### src/rtl/tone_decoder.sv
// Tone decoder: measures the rising-edge period of a square-wave tone in clock cycles
// and locks onto one of four notes (00 C4, 01 E4, 10 Ab4, 11 C5) after MATCH_CNT
// consecutive in-band periods of the same note.
module tone_decoder #(
  parameter int unsigned P_C4      = 191571,
  parameter int unsigned P_E4      = 151976,
  parameter int unsigned P_AB4     = 120482,
  parameter int unsigned P_C5      = 95602,
  parameter int unsigned TOL       = 4000,
  parameter int unsigned MATCH_CNT = 3,
  parameter int unsigned TIMEOUT   = 250000
) (
  input  logic        clk_50MHz,
  input  logic        reset_button,
  input  logic        tone_in,
  output logic [1:0]  note,
  output logic        note_valid,
  output logic [17:0] period,
  output logic        period_stb
);

  localparam logic [17:0] TimeoutCnt = 18'(TIMEOUT);
  localparam logic [2:0]  MatchCnt   = 3'(MATCH_CNT);

  // Inclusive band limits around each nominal period
  localparam logic [17:0] LoC4  = 18'(P_C4 - TOL);
  localparam logic [17:0] HiC4  = 18'(P_C4 + TOL);
  localparam logic [17:0] LoE4  = 18'(P_E4 - TOL);
  localparam logic [17:0] HiE4  = 18'(P_E4 + TOL);
  localparam logic [17:0] LoAb4 = 18'(P_AB4 - TOL);
  localparam logic [17:0] HiAb4 = 18'(P_AB4 + TOL);
  localparam logic [17:0] LoC5  = 18'(P_C5 - TOL);
  localparam logic [17:0] HiC5  = 18'(P_C5 + TOL);

  typedef enum logic [1:0] {
    StIdle,
    StArm,
    StTrack,
    StLock
  } state_e;

  state_e      r_state;
  state_e      w_state_d;
  logic        r_sync1;
  logic        r_sync2;
  logic        r_sync_prev;
  logic        r_edge;
  logic [17:0] r_cnt;
  logic [2:0]  r_run;
  logic [2:0]  w_run_d;
  logic [1:0]  r_cand;
  logic [1:0]  w_cand_d;
  logic [1:0]  r_note;
  logic [1:0]  w_note_d;
  logic        r_valid;
  logic        w_valid_d;
  logic [17:0] r_period;
  logic [17:0] w_period_d;
  logic        r_stb;
  logic        w_stb_d;

  logic        w_hit;
  logic [1:0]  w_cls;
  logic        w_timeout;
  logic [2:0]  w_run_inc;

  // Synchronise the tone, then register a one-cycle rising-edge pulse
  always_ff @(posedge clk_50MHz or posedge reset_button) begin
    if (reset_button) begin
      r_sync1     <= 1'b0;
      r_sync2     <= 1'b0;
      r_sync_prev <= 1'b0;
      r_edge      <= 1'b0;
    end else begin
      r_sync1     <= tone_in;
      r_sync2     <= r_sync1;
      r_sync_prev <= r_sync2;
      r_edge      <= r_sync2 & ~r_sync_prev;
    end
  end

  // Edge-to-edge cycle counter, restarts at 1 on each edge and saturates at TIMEOUT
  always_ff @(posedge clk_50MHz or posedge reset_button) begin
    if (reset_button) begin
      r_cnt <= '0;
    end else if (r_edge) begin
      r_cnt <= 18'd1;
    end else if (r_cnt != TimeoutCnt) begin
      r_cnt <= r_cnt + 18'd1;
    end
  end

  // Classify the count at the current edge into a note band
  always_comb begin
    w_hit = 1'b1;
    w_cls = 2'b00;
    if (r_cnt >= LoC4 && r_cnt <= HiC4) begin
      w_cls = 2'b00;
    end else if (r_cnt >= LoE4 && r_cnt <= HiE4) begin
      w_cls = 2'b01;
    end else if (r_cnt >= LoAb4 && r_cnt <= HiAb4) begin
      w_cls = 2'b10;
    end else if (r_cnt >= LoC5 && r_cnt <= HiC5) begin
      w_cls = 2'b11;
    end else begin
      w_hit = 1'b0;
    end
  end

  assign w_timeout = (r_cnt == TimeoutCnt) && (r_state != StIdle);
  assign w_run_inc = r_run + 3'd1;

  // Next-state logic: timeout has priority over a coincident edge
  always_comb begin
    w_state_d  = r_state;
    w_run_d    = r_run;
    w_cand_d   = r_cand;
    w_note_d   = r_note;
    w_valid_d  = r_valid;
    w_period_d = r_period;
    w_stb_d    = 1'b0;
    if (w_timeout) begin
      w_valid_d  = 1'b0;
      w_run_d    = 3'd0;
      w_period_d = TimeoutCnt;
      w_stb_d    = 1'b1;
      // A coincident edge still serves as the new reference
      w_state_d  = r_edge ? StArm : StIdle;
    end else if (r_edge) begin
      unique case (r_state)
        StIdle: begin
          w_state_d = StArm;
        end
        StArm: begin
          w_period_d = r_cnt;
          w_stb_d    = 1'b1;
          if (w_hit) begin
            w_run_d  = 3'd1;
            w_cand_d = w_cls;
            if (MatchCnt == 3'd1) begin
              w_state_d = StLock;
              w_note_d  = w_cls;
              w_valid_d = 1'b1;
            end else begin
              w_state_d = StTrack;
            end
          end
        end
        StTrack: begin
          w_period_d = r_cnt;
          w_stb_d    = 1'b1;
          if (w_hit && w_cls == r_cand) begin
            w_run_d = w_run_inc;
            if (w_run_inc == MatchCnt) begin
              w_state_d = StLock;
              w_note_d  = r_cand;
              w_valid_d = 1'b1;
            end
          end else if (w_hit) begin
            w_cand_d = w_cls;
            w_run_d  = 3'd1;
          end else begin
            w_state_d = StArm;
            w_run_d   = 3'd0;
          end
        end
        StLock: begin
          w_period_d = r_cnt;
          w_stb_d    = 1'b1;
          if (w_hit && w_cls != r_note) begin
            w_cand_d = w_cls;
            w_run_d  = 3'd1;
            if (MatchCnt == 3'd1) begin
              // Single-period lock re-locks immediately on the new note
              w_note_d = w_cls;
            end else begin
              w_valid_d = 1'b0;
              w_state_d = StTrack;
            end
          end else if (!w_hit) begin
            w_valid_d = 1'b0;
            w_run_d   = 3'd0;
            w_state_d = StArm;
          end
        end
        default: begin
          w_state_d = StIdle;
        end
      endcase
    end
  end

  // State, decoded note and period registers
  always_ff @(posedge clk_50MHz or posedge reset_button) begin
    if (reset_button) begin
      r_state  <= StIdle;
      r_run    <= 3'd0;
      r_cand   <= 2'b00;
      r_note   <= 2'b00;
      r_valid  <= 1'b0;
      r_period <= '0;
      r_stb    <= 1'b0;
    end else begin
      r_state  <= w_state_d;
      r_run    <= w_run_d;
      r_cand   <= w_cand_d;
      r_note   <= w_note_d;
      r_valid  <= w_valid_d;
      r_period <= w_period_d;
      r_stb    <= w_stb_d;
    end
  end

  assign note       = r_note;
  assign note_valid = r_valid;
  assign period     = r_period;
  assign period_stb = r_stb;

endmodule

### config.mk
export PLATFORM = sky130hd
export DESIGN_NAME = tone_decoder
export DESIGN_NICKNAME = d
export VERILOG_FILES = /design/src/rtl/tone_decoder.sv
export SDC_FILE = /design/constraint.sdc
export NUM_CORES = 1
export LEC_CHECK = 0
export CORE_MARGIN = 2
export CORE_UTILIZATION = 60
export CTS_BUF_LIST = sky130_fd_sc_hd__clkbuf_4 sky130_fd_sc_hd__clkbuf_8
export CTS_CLUSTER_DIAMETER = 100
export DETAILED_ROUTE_END_ITERATION = 10
export GPL_TIMING_DRIVEN = 0
export PLACE_DENSITY_LB_ADDON = 0.12
export RECOVER_POWER = 25
export SYNTH_ARGS = -nofsm -noshare
export SYNTH_HDL_FRONTEND = slang
export SYNTH_SLANG_ARGS = --single-unit
### constraint.sdc
create_clock -name clk_50MHz -period 3.7 [get_ports clk_50MHz]
set_clock_uncertainty 0.15 [all_clocks]
set_input_delay 0.925 -clock clk_50MHz [delete_from_list [all_inputs] [get_ports clk_50MHz]]
set_output_delay 0.925 -clock clk_50MHz [all_outputs]
set_load 0.01 [all_outputs]
==> results.json <==
{
  "vias_per_cell": 6.37,
  "pwr-share-comb_pct": 29.5,
  "hold_path.class": "reg -> reg",
  "irDropWorstVdd_mv": 0.214,
  "clock_latency_ns": 0.30,
  "final_hold_viol_count": 0,
  "cp_slowest_cell": "nor3_1",
  "die_w_um": 73.1,
  "synth_top_area_cell": "dfrtp_1",
  "layout_common_cells": "51 x dfrtp_1, 33 x nand2_1, 28 x nor2_1",
  "cp_slowest_stage_delay_ns": 0.44,
  "finalSetupViolCount": 0,
  "seq_power_share_pct": 48.0,
  "grt_setup_unrepaired": "no",
  "hpwl_um": 4830,
  "netlist_area_um2": 2860,
  "crit_chain": "nor3_1, nand3_1, nor4_1, o21ai_1, a221oi_1, a31oi_1, or3_4, nor3_4, mux2_1",
  "ys_ff_latch": 51,
  "ys_seq_area_share_pct": 44.6,
  "reg2reg_from": "r_cnt[7]$_DFFE_PP0P_",
  "yosys_warnings": 0,
  "syn2layout_area_growth_pct": 14.3,
  "nets": 347,
  "post_cts_resized": 0,
  "synth_fa_ha_area_share_pct": 1.75,
  "drive_gt1_share_pct": 9.09,
  "min-delay-start": "r_sync1$_DFF_PP0_",
  "root_buffer": "clkbuf_8",
  "detail_route.wirelength_um": 6630,
  "synth_compound_area_share_pct": 17.0,
  "routabilityCongestion": 0.895,
  "grt.overflow.total": 0,
  "status": "finished, final reports clean",
  "tightest_slew_ns": 1.34,
  "hold_end": "r_sync2$_DFF_PP0_",
  "cts_sinks": 51,
  "synth_top_area_share_pct": 44.6,
  "fp.dieH_um": 73.1,
  "mappedNetlistNets": 315,
  "crit_required_ns": 3.74,
  "dieArea_um2": 5340,
  "ys_types": 61,
  "cts_hold_buffers": 0,
  "synthArstFlopShare_pct": 100,
  "synth_cells": 308,
  "holdPathStages": 0,
  "clk_pin_slew_ns": 0.09,
  "slew_headroom_pct": 10.4,
  "p_int_uw": 941,
  "synthMuxAreaShare_pct": 2.27,
  "switching_share_pct": 33.0,
  "rrSetupSlack_ns": 0.37,
  "grt_max_degree": 33,
  "drt_iter0_drc": 233,
  "h-tree-depth": 2,
  "cts.path.max_buffers": 2,
  "fin_crit_ns": 3.33,
  "synth_flop_cell": "dfrtp_1",
  "synth_top_family_by_area": "simple AND/OR/NAND/NOR gates",
  "cp-start-kind": "register",
  "p_total_uw": 1400,
  "synth_xor_area_share_pct": 4.28,
  "rr_worst_depth": 9,
  "drc": 0,
  "io_buffers": 24,
  "drv_slew": 0,
  "setup_tns_ns": 0,
  "synth-simple-area-share_pct": 24.8,
  "vias": 2515,
  "cts-buffers-inserted": 5,
  "initial_utilization_pct": 61.4,
  "cts_setup_buffers": 0,
  "crit_path_end_kind": "register",
  "drt-pass1-iter-count": 5,
  "antenna_found_initial": 0,
  "drtAntennaViolNets": 0,
  "p_sw_uw": 463,
  "synth-edff-count": 0,
  "maxCapViolations": 0,
  "wire_per_inst_um": 16.8,
  "clkPwrFrac_pct": 22.5,
  "finalCritPeriodShare_pct": 89.9,
  "grt_pass1_wl_um": 11000,
  "rows": 25,
  "synthTopCellsByArea": "dfrtp_1 45%, nand2_1 4.3%, nor2_1 3.7%",
  "cts_tree": "built",
  "track_usage_pct": 26.5,
  "final_common_cell": "dfrtp_1",
  "core_um2": 4660,
  "powerDensity_nw_per_um2": 429,
  "ios": 25,
  "rr_endpoint": "note[0]$_DFFE_PP0P_",
  "path_max_fanout": 6,
  "p_leak_uw": 0.00142,
  "critPathArrivalTime_ns": 3.36,
  "antenna_cells": 0,
  "avgSynthCellArea_um2": 9.29,
  "max_freq_ghz": 0.301,
  "grt_pass1_vias": 2281,
  "critPathKind": "reg -> reg"
}
-- per-layer routing --
| layer | vias to the layer above | global-route usage (%) | part of all wire [%] |
|---|---|---|---|
| met5 | - | 0 | 0 |
| li1 | 1176 | - | - |
| met2 | 125 | 39.6 | 45 |
| met1 | 1183 | 38.4 | 45 |
| met4 | 0 | 10.3 | 3.4 |
| met3 | 31 | 4.70 | 6.6 |
-- Yosys cell counts (all sizes together) (2+ instances only) --
master / n
nand2b: 7
nor2: 28
o211ai: 2
ha: 4
nor2b: 3
o22a: 5
nor3: 11
nor4: 7
o21ai: 14
a2111oi: 5
o41ai: 2
nand2: 33
mux2: 4
a21oi: 16
xnor2: 5
a22o: 7
nand3: 11
mux2i: 2
clkbuf: 10
nand4: 8
or3: 9
a211oi: 3
buf: 12
or2: 2
a31oi: 2
and2: 2
inv: 11
a21o: 2
nor3b: 2
dfrtp: 51
xor2: 9
-- flip-flops by register name, summed over array words and instances, names as in the netlist, 2 cells and up --
register  count
r_cnt        18
r_cand        2
r_state       2
r_run         3
note          2
period       18
-- final cells by class --
cell class,count,area (um^2)
Tap cell,54,67.6
Timing Repair Buffer,25,253
Clock inverter,3,20.0
Clock buffer,5,68.8
Sequential cell,51,1280
Buffer,22,109
Fill cell,381,1390
Inverter,11,41.3
Multi-Input combinational cell,224,1440
-- stage by stage --
step                      hold slack [ns]  cells  area [um^2]  util (%)  setup WS (ns)
after detailed placement            0.190    387         3190      68.5          0.434
after global placement              0.184    386         3170      68.0          0.466
final                               0.208    395         3270      70.2          0.372
after CTS                           0.212    395         3280      70.4          0.429
after floorplan                     0.181    308         2860         -          0.769
after global routing                0.226    395         3270      70.2         0.0500
-- worst max path at each step --
| stage | from | to | slack (ns) | depth (start not counted) |
|---|---|---|---|---|
| final | r_cnt[7]$_DFFE_PP0P_ | note[0]$_DFFE_PP0P_ | 0.37 | 9 |
| after global routing | r_cnt[6]$_DFFE_PP0P_ | r_cand[1]$_DFFE_PP0P_ | 0.05 | 10 |
| after CTS | r_cnt[4]$_DFFE_PP0P_ | r_cand[1]$_DFFE_PP0P_ | 0.43 | 10 |
| after detailed placement | r_cnt[6]$_DFFE_PP0P_ | r_cand[1]$_DFFE_PP0P_ | 0.43 | 10 |
| after global placement | reset_button | r_cnt[8]$_DFFE_PP0P_ | 0.47 | 2 |
| after floorplan | r_cnt[2]$_DFFE_PP0P_ | note[0]$_DFFE_PP0P_ | 0.77 | 10 |
-- power groups by stage --
stage | Sequential [uW] | Clock [uW] | Combinational (uW)
3_3_place_gp | 680 | 0 | 398
6_report | 673 | 316 | 415
5_1_grt | 682 | 347 | 453
2_1_floorplan | 695 | 0 | 242
3_5_place_dp | 683 | 0 | 412
4_1_cts | 672 | 323 | 414
-- cells by family after synthesis --
kind of cell             Yosys count
AO/OA/AOI/OAI                     68
XOR/XNOR                          14
adder cells (fa/ha/maj)            4
buffers and inverters             33
flip-flops                        51
multiplexers                       6
AND/OR/NAND/NOR                  132
-- critical path, delay by kind of cell (launching register included) --
kind / cells / cell delay [ns]
compound gates: 3 / 0.69
flops: 1 / 0.43
simple gates: 5 / 1.59
mux: 1 / 0.35
Power figures use the tool's default switching activity.
